--- src/rtl/score_digit_encoder_if.sv ---
// Value handshake from game logic plus the committed digit codes sent to the glyph renderers.
interface score_digit_encoder_if #(
  parameter int VALUE_W    = 14,
  parameter int NUM_DIGITS = 4
);
  logic [VALUE_W-1:0]      value;
  logic                    value_valid;
  logic                    ready;
  logic [4*NUM_DIGITS-1:0] digits;
  logic                    updated;

  modport master (
    output value, value_valid,
    input  ready, digits, updated
  );

  modport slave (
    input  value, value_valid,
    output ready, digits, updated
  );
endinterface

--- src/rtl/score_digit_encoder.sv ---
// Binary-to-BCD (double dabble, VALUE_W cycles, ready low while busy; extra offers dropped).
// Results are staged and only committed to the digit outputs at x==0, y==COMMIT_LINE.
module score_digit_encoder #(
  parameter int NUM_DIGITS  = 4,
  parameter int VALUE_W     = 14,
  parameter int COMMIT_LINE = 490,
  parameter bit LEAD_BLANK  = 1'b1
) (
  input  logic                  vgaclk,
  input  logic                  rst,
  input  logic [9:0]            x,
  input  logic [9:0]            y,
  score_digit_encoder_if.slave  bus
);

  localparam int BCD_W = 4 * NUM_DIGITS;
  localparam int CNT_W = $clog2(VALUE_W + 1);

  function automatic int max_display(input int n);
    int r;
    r = 1;
    for (int i = 0; i < n; i++) r = r * 10;
    return r - 1;
  endfunction

  function automatic logic [BCD_W-1:0] blank_lead(input logic [BCD_W-1:0] raw);
    logic [BCD_W-1:0] res;
    logic             lead;
    res  = raw;
    lead = 1'b1;
    // Units digit is never blanked so a zero score still shows "0".
    for (int i = NUM_DIGITS - 1; i >= 1; i--) begin
      if (lead && raw[4*i +: 4] == 4'd0) res[4*i +: 4] = 4'hF;
      else                                lead = 1'b0;
    end
    return LEAD_BLANK ? res : raw;
  endfunction

  function automatic logic [BCD_W-1:0] add3_adjust(input logic [BCD_W-1:0] b);
    logic [BCD_W-1:0] r;
    r = b;
    for (int i = 0; i < NUM_DIGITS; i++) begin
      if (b[4*i +: 4] >= 4'd5) r[4*i +: 4] = b[4*i +: 4] + 4'd3;
    end
    return r;
  endfunction

  localparam int                MAX_VAL    = max_display(NUM_DIGITS);
  localparam logic [VALUE_W-1:0] MAX_CLIP   = VALUE_W'(MAX_VAL);
  localparam logic [BCD_W-1:0]   DIGITS_RST = blank_lead(BCD_W'(0));

  typedef enum logic {IDLE, SHIFT} state_t;

  state_t             state, state_nxt;
  logic [VALUE_W-1:0] bin, bin_shift;
  logic [BCD_W-1:0]   bcd, bcd_adj, bcd_shift;
  logic [CNT_W-1:0]   cnt;
  logic [BCD_W-1:0]   staging;
  logic               pending;
  logic               load, shift_en, last_shift;
  logic               saturate, commit;
  logic [31:0]        value_ext;

  // State register
  always_ff @(posedge vgaclk or posedge rst) begin
    if (rst) state <= IDLE;
    else     state <= state_nxt;
  end

  // Next-state logic
  always_comb begin
    state_nxt = state;
    case (state)
      IDLE:    if (bus.value_valid) state_nxt = SHIFT;
      SHIFT:   if (last_shift)      state_nxt = IDLE;
      default: state_nxt = IDLE;
    endcase
  end

  // FSM outputs
  always_comb begin
    bus.ready = 1'b0;
    load      = 1'b0;
    shift_en  = 1'b0;
    case (state)
      IDLE: begin
        bus.ready = 1'b1;
        load      = bus.value_valid;
      end
      SHIFT:   shift_en = 1'b1;
      default: bus.ready = 1'b0;
    endcase
  end

  assign last_shift = shift_en && (cnt == CNT_W'(VALUE_W - 1));
  assign value_ext  = 32'(bus.value);
  assign saturate   = value_ext > 32'(MAX_VAL);
  assign bcd_adj    = add3_adjust(bcd);
  assign {bcd_shift, bin_shift} = {bcd_adj[BCD_W-2:0], bin, 1'b0};

  // Commit uses the pending flag from before this edge, so a result finishing now waits a frame.
  assign commit = (x == 10'd0) && (y == 10'(COMMIT_LINE)) && pending;

  always_ff @(posedge vgaclk or posedge rst) begin
    if (rst) begin
      bin         <= '0;
      bcd         <= '0;
      cnt         <= '0;
      staging     <= '0;
      pending     <= 1'b0;
      bus.digits  <= DIGITS_RST;
      bus.updated <= 1'b0;
    end else begin
      if (load) begin
        bin <= saturate ? MAX_CLIP : bus.value;
        bcd <= '0;
        cnt <= '0;
      end else if (shift_en) begin
        bin <= bin_shift;
        bcd <= bcd_shift;
        cnt <= cnt + 1'b1;
      end

      if (last_shift) begin
        staging <= bcd_shift;
        pending <= 1'b1;
      end else if (commit) begin
        pending <= 1'b0;
      end

      if (commit) bus.digits <= blank_lead(staging);
      bus.updated <= commit;
    end
  end

endmodule

--- src/flat_wrapper.sv ---
// flat-port wrapper written by rule: the top's interface ports become plain ports
module score_digit_encoder_flat 
#(
  parameter int NUM_DIGITS  = 4,
  parameter int VALUE_W     = 14,
  parameter int COMMIT_LINE = 490,
  parameter bit LEAD_BLANK  = 1'b1
)
  (vgaclk, rst, x, y, bus_value, bus_value_valid, bus_ready, bus_digits, bus_updated);
  score_digit_encoder_if #(.VALUE_W(VALUE_W), .NUM_DIGITS(NUM_DIGITS)) bus_i ();
  input  logic vgaclk;
  input  logic rst;
  input  logic [9:0] x;
  input  logic [9:0] y;
  input wire logic [$bits(bus_i.value)-1:0] bus_value;
  input wire logic [$bits(bus_i.value_valid)-1:0] bus_value_valid;
  output wire logic [$bits(bus_i.ready)-1:0] bus_ready;
  output wire logic [$bits(bus_i.digits)-1:0] bus_digits;
  output wire logic [$bits(bus_i.updated)-1:0] bus_updated;
  assign bus_i.value = bus_value;
  assign bus_i.value_valid = bus_value_valid;
  assign bus_ready = bus_i.ready;
  assign bus_digits = bus_i.digits;
  assign bus_updated = bus_i.updated;
  score_digit_encoder #(.NUM_DIGITS(NUM_DIGITS), .VALUE_W(VALUE_W), .COMMIT_LINE(COMMIT_LINE), .LEAD_BLANK(LEAD_BLANK)) u_core (.vgaclk(vgaclk), .rst(rst), .x(x), .y(y), .bus(bus_i));
endmodule
--- config.mk ---
export PLATFORM = sky130hd
export DESIGN_NAME = score_digit_encoder_flat
export DESIGN_NICKNAME = d
export VERILOG_FILES = /design/src/rtl/score_digit_encoder_if.sv /design/src/rtl/score_digit_encoder.sv /design/src/flat_wrapper.sv
export SDC_FILE = /design/constraint.sdc
export NUM_CORES = 1
export LEC_CHECK = 0
export BUFFER_PORTS_ARGS = -buffer_cell sky130_fd_sc_hd__buf_2
export CORE_ASPECT_RATIO = 1.5
export CORE_MARGIN = 4
export CORE_UTILIZATION = 58
export CTS_BUF_LIST = sky130_fd_sc_hd__clkbuf_4 sky130_fd_sc_hd__clkbuf_8
export CTS_CLUSTER_SIZE = 16
export DETAILED_ROUTE_END_ITERATION = 12
export GPL_ROUTABILITY_DRIVEN = 0
export PLACE_DENSITY = 0.82
export SETUP_SLACK_MARGIN = 0.05
export SLEW_MARGIN = 30
export SYNTH_ARGS = -nofsm -noshare
export SYNTH_HDL_FRONTEND = slang
export SYNTH_SLANG_ARGS = --single-unit
--- constraint.sdc ---
create_clock -name vgaclk -period 3.3 [get_ports vgaclk]
set_input_delay 0.825 -clock vgaclk [delete_from_list [all_inputs] [get_ports vgaclk]]
set_output_delay 0.825 -clock vgaclk [all_outputs]
set_load 0.01 [all_outputs]
Yosys cells after proc, flatten, opt, wreduce, memory -nomap -nowiden
Index checks and enable logic that the tools add are counted.
- add/subtract/negate cells: 5
- magnitude comparators: 5
- equal/unequal tests: 2
- muxes and demuxes: 26
- bitwise gates (word level): 1
- reductions and logical operators: 11
- operator list (cell ; number):
    2-to-1 mux 14 bit ; 3
    2-to-1 mux 16 bit ; 2
    2-to-1 mux 4 bit ; 8
    greater-or-equal comparator 4 x 3 -> 1 bit, second input constant ; 4
    greater-than comparator 14 bit, second input constant ; 1
    adder 4 x 2 -> 4 bit, second input constant ; 3
    logical NOT 4 bit ; 3
    2-to-1 mux 1 bit ; 11
    equality test 10 x 9 -> 1 bit, second input constant ; 1
    logical NOT 10 bit ; 1
    logical AND 1 bit ; 5
    adder 4 x 1 -> 4 bit, second input constant ; 1
    equality test 4 bit, second input constant ; 1
    nonzero test 2 bit ; 2
    adder 3 x 2 -> 3 bit, second input constant ; 1
    2-to-1 mux 3 bit ; 1
    case mux 1 bit (2 select lines) ; 1
    NOT 1 bit ; 1
- register bits: 69
- bits of input ports: 37
- output and inout port bits: 18
- word-level logic and storage cells: 58

Longest topological paths before layout
- word-level depth: 9
- depth in mapped cells: 7
- depth with buffers taken out: 6

Least setup slack after synthesis
Ideal clock, no wire load.
- kind: input-to-reg
- from: input port x[1]
- to: register u_core.bus.digits[0]
- library setup time: 125 ps
- arrival time: 2069 ps
- required time: 3175 ps
- path slack: 1106 ps
- cell stages on the path: 5
- buffers on the path: 1
- cell sequence: nor4_1 > nand3_1 > nor3_4 > buf_12 > mux2_4
- longest elaborated chain between the ends: 3
- ends and longest elaborated chain (element ; line ; source):
    from (decl) ; flat_wrapper.sv:13 ; input logic [9:0] x;
    logical NOT 10 bit ; score_digit_encoder.sv:102 ; assign commit = (x == 10'd0) && (y == 10'(COMMIT_LINE)) && pending;
    logical AND 1 bit (2 in a row) ; score_digit_encoder.sv:102 ;
    to (signal assigned) ; score_digit_encoder.sv:131 ; if (commit) bus.digits <= blank_lead(staging);
    to (decl) ; score_digit_encoder_if.sv:19 ; output ready, digits, updated
No other way between the ends.
A chain may end at the register's enable or synchronous reset.

Final worst setup path
- from: register u_core.state
- to: output port bus_ready
- longest elaborated chain between the ends: 1
- ends and longest elaborated chain (element ; line ; source):
    from (decl) ; score_digit_encoder.sv:54 ; state_t state, state_nxt;
    from (signal assigned) ; score_digit_encoder.sv:67 ; else state <= state_nxt;
    2-to-1 mux 1 bit ; score_digit_encoder.sv:85 ; case (state)
    to (decl) ; flat_wrapper.sv:17 ; output wire logic [$bits(bus_i.ready)-1:0] bus_ready;
No other way between the ends.

==> qor.log <==
INFO  status         outcome=finished, final reports clean
INFO  placement      hpwlAfterDp=4.710mm
INFO  logic_synthesis synth_async_sr_flop_share=1.000
INFO  setup_path     setup.worst_path.class=register to output port
INFO  drt            wl_per_cell=14.22µm
INFO  logic_synthesis postSynthAreaPerCell=10.66µm²
INFO  clock_network  cts_root_buf=sky130_fd_sc_hd__clkbuf_8
INFO  floorplan      design.portCount=55
INFO  clock_network  cts_post_setup_buffers_inserted=0
INFO  sta            achievable-frequency=0.4273GHz
INFO  drt            detailroute.via_count=2490
INFO  logic_synthesis yosys.cell_types.count=39
INFO  logic_synthesis post_synth_main_area_contributors=sky130_fd_sc_hd__dfrtp_1 (42%), sky130_fd_sc_hd__dfstp_2 (9.4%), sky130_fd_sc_hd__o21ai_0 (5.1%)
INFO  setup_path     crit_path_capture_type=output port
INFO  global_route   first_pass_grt_wire_length=11.18mm
INFO  logic_synthesis ys_ff_latch=69
INFO  power          maximum_resistive_drop_on_vdd=0.4926mV
INFO  cells_and_area layout-area-overhead-vs-synth=15.50%
INFO  clock_network  cts.sink_count=69
INFO  logic_synthesis seq_total_area_yosys=0.5186
INFO  logic_synthesis synth_flop_cell=sky130_fd_sc_hd__dfrtp_1
INFO  sta            drv_slew=0
INFO  logic_synthesis yosysMostFrequentCell=sky130_fd_sc_hd__dfrtp_1
INFO  power          design_power_total=3.062mW
INFO  sta            finalSetupViolCount=0
INFO  clock_network  insertion_delay=0.33ns
INFO  logic_synthesis count_of_flip_flops_with_a_built_in_enable_after_synthesis=0
INFO  sta            final.setup.tns=0ns
INFO  placement      io_buffers=54
INFO  setup_path     regToRegSetupSlack=0.97ns
INFO  cells_and_area final_instance_area=3879µm²
INFO  sta            fin_crit_sh=0.7092
INFO  drt            vias_per_cell=5.570
INFO  logic_synthesis post_synth_top_area_cell=sky130_fd_sc_hd__dfrtp_1
INFO  clock_network  htree_levels=3
INFO  setup_path     worst_path_required_time=2.47ns
INFO  setup_path     timing.critical_path.from_type=register
INFO  cells_and_area final_cells=447
INFO  clock_network  cts-buffers-inserted=9
INFO  drt            drt-pass1-iter-count=4
INFO  drt            drt.antenna.violating_nets=0
INFO  power          total_leakage_power=1.858nW
INFO  sta            timing_worst_slew_pin_value=0.9010ns
INFO  global_route   globalRoute.totalOverflow=0
INFO  logic_synthesis synth_top_area_frac=0.4247
INFO  sta            relSlewSlack=0.3976
INFO  sta            timing_hold_violations_final=0
INFO  floorplan      die-width=70.13µm
INFO  placement      placedCellCount=431
INFO  clock_network  cts.hold.buffers_added=0
INFO  clock_network  cts_tree=built
INFO  drt            drt_iter0_markers=68
INFO  sta            period_minus_slack=2.340ns
INFO  cells_and_area antenna-diode-count=0
INFO  logic_synthesis netlist_top_cells_count=sky130_fd_sc_hd__dfrtp_1 (57), sky130_fd_sc_hd__o21ai_0 (34), sky130_fd_sc_hd__nand2_1 (23)
INFO  hold_path      worstHoldPathType=register to register
INFO  global_route   largest_net_degree_at_the_start_of_global_routing=42
INFO  logic_synthesis ys_warn_count=0
INFO  cells_and_area nNetsFinal=419
INFO  floorplan      start_util=0.6070
INFO  sta            grt_setup_unrepaired=no
INFO  global_route   grt_pass1_vias=2543
INFO  logic_synthesis post_synth_instance_area=3358µm²
INFO  global_route   antenna_violations_before_repair=0
INFO  setup_path     critPathArrivalTime=1.52ns
INFO  power          power.density_cell_area=789.3nW/µm²
INFO  setup_path     crit_fanout=21
INFO  cells_and_area drive_above_1_share=0.2971
INFO  floorplan      floorplan.die_area=7097µm²
INFO  clock_network  post_cts.resized_instances=0
INFO  drt            drc=0
INFO  global_route   grtUsageTotal=0.1975
INFO  floorplan      die_h=101.2µm
INFO  floorplan      row_count=33
INFO  placement      dpl-instance-area=3692µm²
INFO  logic_synthesis syn_inst=315
INFO  clock_network  cts.path.max_buffers=2
INFO  sta            final.setup_skew=0.004637ns
INFO  clock_network  clkTransAtPathRegs=0.06ns
INFO  logic_synthesis synth_nets=362
INFO  drt            routed_wl=6.356mm
INFO  run            maxCapViolations=0
INFO  floorplan      fp.coreArea=5533µm²
[critical path, cell delays in order (launching register included)]
cell and delay, ns:
sky130_fd_sc_hd__dfrtp_1 0.44, sky130_fd_sc_hd__inv_1 0.50, sky130_fd_sc_hd__buf_2 0.25
[per-layer routing]
metal | track usage | wire length [µm]
met5 | 0 | 0
met4 | 0.08850 | 122
met3 | 0.05164 | 290
met2 | 0.3438 | 3239
met1 | 0.2294 | 2704
[kinds of logic (layout without fill, tap and decap cells)]
logic type,Yosys count,count (layout),synth area share
muxes,26,26,0.08457
xor gates and xnor gates,5,5,0.01304
buffers and inverters,34,96,0.04285
and+or+nand+nor,102,102,0.1744
DFF,69,69,0.5186
adders and majority gates,10,10,0.03726
AOI/OAI and AO/OA,69,69,0.1293
[path summary, 6_finish.rpt]
kind | from | end | depth (start not counted)
min in group asynchronous | rst | u_core.staging[7] | 2
hold reg to reg | u_core.bus.digits[13] | u_core.bus.digits[13] | 2
setup reg to reg | u_core.state | u_core.staging[12] | 5
hold / removal | u_core.bus.digits[13] | u_core.bus.digits[13] | 2
max in group asynchronous | rst | u_core.bcd[5] | 3
setup / recovery | u_core.state | bus_ready | 2
[layout by cell type, fill, tap and decap left out, drive strengths merged, types with 8 or more instances in the layout]
master	instances
mux2i	13
nand2b	8
mux2	13
buf	60
a21oi	14
nand2	23
dfstp	12
clkbuf	15
nor3b	13
ha	10
nor2	13
o21ai	34
or3	13
inv	20
dfrtp	57
[power breakdown]
group          internal, mW  total (mW)  switching, mW  leakage (nW)
combinational         0.519        1.09          0.573         0.909
sequential             1.13        1.34          0.215         0.847
clock                 0.347       0.626          0.279         0.101
[registers in the layout (all words and copies together) (netlist names)]
register / flops
u_core.staging: 16
u_core.state: 1
u_core.bus.digits: 16
u_core.pending: 1
u_core.bin: 14
u_core.bcd: 16
u_core.cnt: 4
u_core.bus.updated: 1
[cell type report]
| type | instances | area (µm²) |
|---|---|---|
| flip-flops and latches | 69 | 1742 |
| multi-input cells | 212 | 1473 |
| clock inverters | 1 | 5.005 |
| inverters | 20 | 75.07 |
| repair buffers | 60 | 315.3 |
| well taps | 70 | 87.58 |
| clock buffers | 15 | 181.4 |
| fillers | 427 | 1654 |
[stage by stage]
stage | setup WS (ns) | util | hold slack [ns]
global route | 0.7269 | 0.7010 | 0.4826
finish | 0.9597 | 0.7010 | 0.4748
floorplan | 0.7550 | - | 0.4422
global placement | 0.7994 | 0.6673 | 0.4534
detailed placement | 0.7249 | 0.6673 | 0.4580
CTS | 0.9453 | 0.7010 | 0.4778
(Power assumes the default switching activity.)
